### src/rtl/pipe_ctrl.sv
// -----------------------------------------------------------------------------
// pipe_ctrl -- pipeline hazard / exception controller for a 5-stage pipeline.
//
// Chooses, every cycle, between holding part of the pipeline (stall), clearing
// the pipeline registers and redirecting fetch (flush/new_pc), or letting
// everything advance. After a flush, a one-cycle GUARD state lets the
// redirected fetch settle before another exception or stall request is
// accepted. It also keeps a free-running stall-cycle counter and a sticky
// watchdog flag for stall runs that last too long.
//
// Parameters
//   EXC_VECTOR     exception handler entry address
//   TIMEOUT        consecutive-stall-cycle count that trips the watchdog
//
// Ports
//   clk            single clock, rising-edge active
//   rst            synchronous active-high reset
//   stallreq_id    ID-stage stall request (load-use hazard)
//   stallreq_ex    EX-stage stall request (multi-cycle operation)
//   stallreq_mem   MEM-stage stall request (data bus wait)
//   excepttype_i   exception code from MEM, 0 = none, 32'h0000000e = eret
//   cp0_epc_i      current CP0 EPC, return address for eret
//   stall[5:0]     per-stage hold, bit0 PC .. bit5 WB, 1 = hold
//   flush          clear pipeline registers and redirect fetch
//   new_pc         redirect address, zero whenever flush is low
//   stall_timeout  sticky watchdog flag, cleared only by reset
//   stall_cnt      total stall cycles, wraps at 2^32
//
// stall, flush and new_pc are combinational from state and inputs so the
// hazard response takes effect in the cycle the request is raised.
// -----------------------------------------------------------------------------
module pipe_ctrl #(
  parameter logic [31:0] EXC_VECTOR = 32'h00000020,
  parameter logic [15:0] TIMEOUT    = 16'd1023
) (
  input  logic        clk,
  input  logic        rst,
  input  logic        stallreq_id,
  input  logic        stallreq_ex,
  input  logic        stallreq_mem,
  input  logic [31:0] excepttype_i,
  input  logic [31:0] cp0_epc_i,
  output logic [5:0]  stall,
  output logic        flush,
  output logic [31:0] new_pc,
  output logic        stall_timeout,
  output logic [31:0] stall_cnt
);

  typedef enum logic [0:0] {
    ST_IDLE  = 1'b0,
    ST_GUARD = 1'b1
  } state_e;

  localparam logic [31:0] ERET_CODE = 32'h0000000e;

  // Hold patterns: a stage's request freezes that stage and everything
  // upstream of it, while downstream stages keep draining.
  localparam logic [5:0] STALL_NONE = 6'b000000;
  localparam logic [5:0] STALL_MEM  = 6'b011111;
  localparam logic [5:0] STALL_EX   = 6'b001111;
  localparam logic [5:0] STALL_ID   = 6'b000111;

  state_e      state_q, state_d;
  logic [31:0] stall_cnt_q, stall_cnt_d;
  logic [15:0] run_cnt_q, run_cnt_d;
  logic        timeout_q, timeout_d;

  logic        exc_pending_s;
  logic        stall_active_s;

  assign exc_pending_s  = (excepttype_i != 32'h00000000);
  assign stall_active_s = (stall != STALL_NONE);

  // State and counter registers with synchronous reset.
  always_ff @(posedge clk) begin
    if (rst) begin
      state_q     <= ST_IDLE;
      stall_cnt_q <= 32'h00000000;
      run_cnt_q   <= 16'h0000;
      timeout_q   <= 1'b0;
    end else begin
      state_q     <= state_d;
      stall_cnt_q <= stall_cnt_d;
      run_cnt_q   <= run_cnt_d;
      timeout_q   <= timeout_d;
    end
  end

  // Next-state logic: a flush from IDLE always buys exactly one GUARD cycle.
  // A memory stall outranks the exception, so the FSM stays in IDLE and the
  // exception is taken once the bus wait ends.
  always_comb begin
    state_d = state_q;
    if (rst) begin
      state_d = ST_IDLE;
    end else begin
      case (state_q)
        ST_IDLE: begin
          if (!stallreq_mem && exc_pending_s) begin
            state_d = ST_GUARD;
          end else begin
            state_d = ST_IDLE;
          end
        end
        ST_GUARD: state_d = ST_IDLE;
        default:  state_d = ST_IDLE;
      endcase
    end
  end

  // Output logic: priority mem > exception > ex > id in IDLE; GUARD and reset
  // force everything quiet.
  always_comb begin
    stall  = STALL_NONE;
    flush  = 1'b0;
    new_pc = 32'h00000000;
    if (rst) begin
      stall  = STALL_NONE;
      flush  = 1'b0;
      new_pc = 32'h00000000;
    end else begin
      case (state_q)
        ST_IDLE: begin
          if (stallreq_mem) begin
            stall = STALL_MEM;
          end else if (exc_pending_s) begin
            flush = 1'b1;
            if (excepttype_i == ERET_CODE) begin
              new_pc = cp0_epc_i;
            end else begin
              new_pc = EXC_VECTOR;
            end
          end else if (stallreq_ex) begin
            stall = STALL_EX;
          end else if (stallreq_id) begin
            stall = STALL_ID;
          end else begin
            stall = STALL_NONE;
          end
        end
        ST_GUARD: begin
          stall  = STALL_NONE;
          flush  = 1'b0;
          new_pc = 32'h00000000;
        end
        default: begin
          stall  = STALL_NONE;
          flush  = 1'b0;
          new_pc = 32'h00000000;
        end
      endcase
    end
  end

  // Performance counter, consecutive-stall run length and sticky watchdog.
  always_comb begin
    stall_cnt_d = stall_cnt_q;
    run_cnt_d   = run_cnt_q;
    timeout_d   = timeout_q;
    if (stall_active_s) begin
      stall_cnt_d = stall_cnt_q + 32'd1;
      if (run_cnt_q == 16'hFFFF) begin
        run_cnt_d = run_cnt_q;
      end else begin
        run_cnt_d = run_cnt_q + 16'd1;
      end
    end else begin
      stall_cnt_d = stall_cnt_q;
      run_cnt_d   = 16'h0000;
    end
    // The flag latches on the edge where the run length lands on TIMEOUT.
    if (run_cnt_d == TIMEOUT) begin
      timeout_d = 1'b1;
    end else begin
      timeout_d = timeout_q;
    end
  end

  assign stall_cnt     = stall_cnt_q;
  assign stall_timeout = timeout_q;

  pipe_ctrl_chk u_chk (
    .clk           (clk),
    .rst           (rst),
    .stall         (stall),
    .flush         (flush),
    .new_pc        (new_pc),
    .stall_timeout (stall_timeout)
  );

endmodule

// -----------------------------------------------------------------------------
// pipe_ctrl_chk -- structural invariants of pipe_ctrl outputs.
//
// Ports
//   clk, rst       clock and synchronous reset of the checked block
//   stall, flush   hold vector and flush strobe
//   new_pc         redirect address
//   stall_timeout  sticky watchdog flag
// -----------------------------------------------------------------------------
module pipe_ctrl_chk (
  input logic        clk,
  input logic        rst,
  input logic [5:0]  stall,
  input logic        flush,
  input logic [31:0] new_pc,
  input logic        stall_timeout
);

  // A flush never coincides with a hold.
  a_flush_no_stall : assert property (@(posedge clk) disable iff (rst)
    flush |-> (stall == 6'b000000));

  // new_pc carries a value only alongside flush.
  a_pc_zero_idle : assert property (@(posedge clk) disable iff (rst)
    !flush |-> (new_pc == 32'h00000000));

  // Only the three defined hold shapes may appear.
  a_stall_legal : assert property (@(posedge clk) disable iff (rst)
    (stall == 6'b000000) || (stall == 6'b000111) ||
    (stall == 6'b001111) || (stall == 6'b011111));

  // Watchdog flag stays set until a reset edge.
  a_timeout_sticky : assert property (@(posedge clk)
    (stall_timeout && !rst) |=> stall_timeout);

endmodule

### config.mk
export PLATFORM = sky130hd
export DESIGN_NAME = pipe_ctrl
export DESIGN_NICKNAME = d
export VERILOG_FILES = /design/src/rtl/pipe_ctrl.sv
export SDC_FILE = /design/constraint.sdc
export NUM_CORES = 1
export LEC_CHECK = 0
export BUFFER_PORTS_ARGS = -buffer_cell sky130_fd_sc_hd__buf_2
export CORE_MARGIN = 3
export CORE_UTILIZATION = 35
export DETAILED_ROUTE_END_ITERATION = 10
export GPL_TIMING_DRIVEN = 1
export PLACE_DENSITY = 0.66
export SLEW_MARGIN = 5
export SYNTH_ARGS = -nofsm -noshare
export SYNTH_HDL_FRONTEND = slang
export SYNTH_SLANG_ARGS = --single-unit
### constraint.sdc
create_clock -name clk -period 5.55 [get_ports clk]
set_input_delay 0.2775 -clock clk [delete_from_list [all_inputs] [get_ports clk]]
set_output_delay 0.2775 -clock clk [all_outputs]
set_load 0.05 [all_outputs]
### Word level (Yosys, flattened, before mapping)

Index checks and enable logic that the tools add are counted.
Widths: inputs -> output; s select.

| storage, ports and cells | value |
|---|---|
| bits of input ports | 69 |
| output and inout bits | 72 |
| register bits after elaboration | 50 |
| word-level logic and storage cells | 33 |

| operators by class | value |
|---|---|
| reductions and logical operators | 4 |
| bitwise logic cells | 1 |
| eq/ne operators | 3 |
| add/sub/neg operators | 2 |
| mux-type cells | 19 |

Operators by type and width:

| kind | number |
|---|---|
| $mux 32 | 4 |
| $pmux 32 s2 | 1 |
| $add 32x1->32 const B | 1 |
| $eq 32x4->1 const B | 1 |
| $mux 16 | 2 |
| $reduce_bool 32->1 | 1 |
| $add 16x1->16 const B | 1 |
| $eq 16x10->1 const B | 1 |
| $eq 16x16->1 const B | 1 |
| $pmux 6 s2 | 1 |
| $mux 4 | 2 |
| $mux 6 | 1 |
| $reduce_bool 6->1 | 1 |
| $mux 5 | 1 |
| $mux 1 | 4 |
| $pmux 1 s2 | 2 |
| $mux 3 | 1 |
| $logic_and 1x1->1 | 1 |
| $logic_not 1->1 | 1 |
| $not 1->1 | 1 |

### Depth between registers and ports, before layout

| logic depth | value |
|---|---|
| depth after elaboration | 9 |
| gate-level depth with buffers | 9 |
| mapped depth without buffers | 7 |

### Worst setup path before layout

Ideal clock, no wire load.

| timing path | value |
|---|---|
| path kind | input to output |
| from | input excepttype_i[24] |
| to | output new_pc[5] |
| stages on the path | 5 |
| arrival | 3.729 ns |
| data required time | 5.273 ns |
| buffers on the path | 0 |
| setup slack | 1.543 ns |
| cell sequence | nor4_1 > nand4_1 > nor2_1 > a2111oi_0 > o21a_1 |

| on the way | value |
|---|---|
| word-level cells in the longest chain between the ends | 6 |
| elaborated cells on any way between the ends | 7 |
| those cells by class | eq/ne (1); mux (5); reduce/logical (1) |

Ends and longest elaborated chain:

| item | line | text |
|---|---|---|
| start: declaration | 41 | `input logic [31:0] excepttype_i,` |
| $eq 32x4->1 | 129 | `if (excepttype_i == ERET_CODE) begin` |
| $mux 32 | 129 |  |
| $mux 32 (*) | 127 | `end else if (exc_pending_s) begin` |
| $mux 32 (*) | 125 | `if (stallreq_mem) begin` |
| $pmux 32 s2 (*) | 123 | `case (state_q)` |
| $mux 32 (*) | 118 | `if (rst) begin` |
| end: declaration | 45 | `output logic [31:0] new_pc,` |

Every way passes the cells marked *; elsewhere a longest branch is shown, timed or not.

### Final worst setup path

| timing path | value |
|---|---|
| from | input excepttype_i[21] |
| to | output new_pc[8] |

The elaborated chain is that of the path after synthesis.

==> flow_metrics.env <==
export IMPL_clk_latency_ns=0.30
export IMPL_htree_num_levels=2
export IMPL_finalSetupViolCount=0
export IMPL_final_cells=586
export IMPL_synth_distinct_cells=43
export IMPL_cp_required_ns=5.27
export IMPL_finalHoldViolations=0
export IMPL_antenna_cells=0
export IMPL_die_height_um=96.9
export IMPL_final_setup_tns_ns=0
export IMPL_place_detailed_hpwl_um=6100
export IMPL_finClkSkew_ns=0.00951
export IMPL_drt_iter0_drc=146
export IMPL_finalNetCount=554
export IMPL_synth_area_top_cells="sky130_fd_sc_hd__dfxtp_1 (35%), sky130_fd_sc_hd__and2_1 (8.0%), sky130_fd_sc_hd__nor2_1 (6.4%), sky130_fd_sc_hd__xor2_1 (6.1%), sky130_fd_sc_hd__xnor2_1 (4.2%)"
export IMPL_number_of_gates_resized_after_cts=0
export IMPL_maxCapViolations=0
export IMPL_status="finished, final reports clean"
export IMPL_crit_family="simple AND/OR/NAND/NOR gates"
export IMPL_holdWs_ns=0.210
export IMPL_cp_end_kind="output pin"
export IMPL_synthesis_instances=356
export IMPL_finalCritPeriodShare_pct=47.0
export IMPL_routabilityCongestion=0.889
export IMPL_route_vias_total=2951
export IMPL_critical_path_top_cell_by_count="sky130_fd_sc_hd__buf_2"
export IMPL_grt_use_total_pct=16.6
export IMPL_postSynthAreaPerCell_um2=8.13
export IMPL_p_leak_nw=1.71
export IMPL_total_clock_buffers_created_by_cts=5
export IMPL_intPower_mw=0.511
export IMPL_postLayoutCoreUtil_pct=47.2
export IMPL_layout_cell_area_non_filler_um2=3720
export IMPL_path_class="in -> out"
export IMPL_grt_antenna_before_repair=0
export IMPL_cp_arrival_ns=2.33
export IMPL_synth_top_flop_cell="sky130_fd_sc_hd__dfxtp_1"
export IMPL_die_x_um=96.9
export IMPL_count_of_flip_flops_with_a_built_in_enable_after_synthesis=0
export IMPL_initial_utilization_pct=36.7
export IMPL_synth_top_area_share_pct=34.6
export IMPL_synthDominantAreaCellType="sky130_fd_sc_hd__dfxtp_1"
export IMPL_place_inst=578
export IMPL_design_power_total_mw=0.668
export IMPL_yosysSeqAreaShare_pct=34.6
export IMPL_drt_total_wl_um=7880
export IMPL_setup_slack_ns=2.94
export IMPL_postSynthNetCount=427
export IMPL_seq_power_share_pct=54.3
export IMPL_routed_wire_length_per_instance_um=13.4
export IMPL_critPathLaunchType="input port"
export IMPL_cts_tree="done"
export IMPL_rsz0062_at_grt="false"
export IMPL_grt_pass1_wl_um=13300
export IMPL_vdd_ir_drop_worst_uv=103
export IMPL_p_switching_mw=0.158
export IMPL_tightest_slew_ns=0.725
export IMPL_postCtsSetupBuffers=0
export IMPL_number_of_storage_elements_in_the_synthesis_netlist=50
export IMPL_final_layout_size_suffix_gt1_share_pct=32.4
export IMPL_period_minus_slack_ns=2.61
export IMPL_drc_violations=0
export IMPL_syn_to_final_growth_pct=28.7
export IMPL_drtPass1Iterations=5
export IMPL_timing_fmax_ghz=0.383
export IMPL_route_detailed_vias_per_inst=5.04
export IMPL_clockRootBuffer="sky130_fd_sc_hd__clkbuf_8"
export IMPL_globalRoute_totalOverflow=0
export IMPL_power_share_clock_pct=36.5
export IMPL_cts_root_to_sink_buffers=2
export IMPL_slowest_delay_ns=0.71
export IMPL_layout_commonest_cell="sky130_fd_sc_hd__buf_2"
export IMPL_holdCritPathClass="in -> reg"
export IMPL_grt_pass1_vias=2723
export IMPL_cts_hold_buffers_added=0
export IMPL_count_of_antenna_violating_nets_left_after_detailed_routing=0
export IMPL_clkSlewWorstSetupHoldPaths_ns=0.08
export IMPL_numPortBuffers=139
export IMPL_cp_max_fo=31
export IMPL_maxSlewHeadroom_pct=51.6
export IMPL_final_max_slew_violation_count=0
export IMPL_synthArstFlopShare_pct=0
export IMPL_clock_sink_count=50
export IMPL_largest_net_degree_at_the_start_of_global_routing=38
export IMPL_power_density_cell_area_nw_per_um2=179
export IMPL_detailed_place_area_um2=3610
export IMPL_number_of_buffer_and_inverter_instances_along_the_worst_setup_path=2
export IMPL_p_comb_share_pct=9.2
export IMPL_coreArea_um2=7890
export IMPL_preCtsSetupSlack_ns=2.92
export IMPL_critPathSlowestCell="sky130_fd_sc_hd__and4b_1"
export IMPL_yosysWarningCount=0
export IMPL_rows=32
export IMPL_die_area_um2=9400
export IMPL_swShare_pct=23.6
export IMPL_syn_cell_area_um2=2890
export IMPL_timing_critical_path_cells="buf_2, nor4_1, nand4_1, nor2_1, and4b_1, and2_1, buf_2"
export IMPL_final_cell_mix="sky130_fd_sc_hd__buf_2 (139), sky130_fd_sc_hd__dfxtp_1 (50), sky130_fd_sc_hd__nor2_1 (49)"
export IMPL_io_pin_count=141
## state kept, by name (all words and copies together), names as in the netlist
signal,count
stall_cnt,32
run_cnt_q,16
stall_timeout,1
state_q,1
## layer usage
| layer | wire (um) | global-route usage (%) | up-vias |
|---|---|---|---|
| met5 | 0 | 0 | - |
| met3 | 498 | 4.90 | 5 |
| li1 | - | - | 1504 |
| met4 | 53 | 3.13 | 0 |
| met1 | 3340 | 19.3 | 1351 |
| met2 | 3990 | 30.1 | 91 |
## power by group through the flow
stage / registers [mW] / logic, mW / clock network (mW)
after floorplan: 0.374 / 0.0316 / 0
after global placement: 0.372 / 0.0614 / 0
after detailed placement: 0.372 / 0.0622 / 0
after CTS: 0.363 / 0.0625 / 0.252
after global routing: 0.364 / 0.0673 / 0.266
final: 0.363 / 0.0617 / 0.244
## kinds of logic after synthesis
| family | after synthesis | share of synthesized area (%) |
|---|---|---|
| and+or+nand+nor | 210 | 41.1 |
| DFF | 50 | 34.6 |
| xor gates and xnor gates | 34 | 10.3 |
| AOI/OAI and AO/OA | 30 | 6.92 |
| buffers and inverters | 24 | 4.37 |
| muxes | 5 | 1.73 |
| adders and majority gates | 2 | 0.865 |
| other | 1 | 0.130 |
## cells in the mapped netlist (2+ instances only)
master / instances
sky130_fd_sc_hd__buf_6: 2
sky130_fd_sc_hd__nand2_1: 19
sky130_fd_sc_hd__and4_1: 7
sky130_fd_sc_hd__clkbuf_1: 9
sky130_fd_sc_hd__nand2b_1: 7
sky130_fd_sc_hd__o21ai_0: 6
sky130_fd_sc_hd__a211oi_1: 2
sky130_fd_sc_hd__a31oi_1: 3
sky130_fd_sc_hd__buf_2: 4
sky130_fd_sc_hd__nor3_1: 12
sky130_fd_sc_hd__dfxtp_1: 50
sky130_fd_sc_hd__o31ai_1: 2
sky130_fd_sc_hd__or3_1: 8
sky130_fd_sc_hd__o211ai_1: 2
sky130_fd_sc_hd__nand3_1: 22
sky130_fd_sc_hd__nor3_4: 2
sky130_fd_sc_hd__buf_4: 3
sky130_fd_sc_hd__a2111oi_0: 2
sky130_fd_sc_hd__and3_1: 10
sky130_fd_sc_hd__nor4_2: 2
sky130_fd_sc_hd__inv_1: 4
sky130_fd_sc_hd__and2_1: 37
sky130_fd_sc_hd__xnor2_1: 14
sky130_fd_sc_hd__a21oi_1: 8
sky130_fd_sc_hd__o21a_1: 3
sky130_fd_sc_hd__nand4_2: 2
sky130_fd_sc_hd__ha_1: 2
sky130_fd_sc_hd__nor2_1: 49
sky130_fd_sc_hd__mux2i_1: 5
sky130_fd_sc_hd__nand4_1: 18
sky130_fd_sc_hd__xor2_1: 20
sky130_fd_sc_hd__nor4_1: 9
## cell type report
| class | instances | area (um2) |
|---|---|---|
| clock buffers | 8 | 110 |
| fillers | 778 | 4160 |
| inverters | 5 | 23.8 |
| multi-input cells | 282 | 1770 |
| flip-flops and latches | 50 | 1000 |
| well taps | 102 | 128 |
| repair buffers | 139 | 696 |
## final timing paths
| check | start | to | slack [ns] | depth (start not counted) |
|---|---|---|---|---|
| worst max-delay path | excepttype_i[21] | new_pc[8] | 2.94 | 7 |
| worst min-delay path | stallreq_mem | state_q$_SDFF_PP0_ | 0.21 | 2 |
| worst max register to register | stall_cnt[9]$_SDFFE_PP0P_ | stall_cnt[29]$_SDFFE_PP0P_ | 3.37 | 6 |
| worst min register to register | state_q$_SDFF_PP0_ | state_q$_SDFF_PP0_ | 0.46 | 1 |
(Power assumes the default switching activity.)
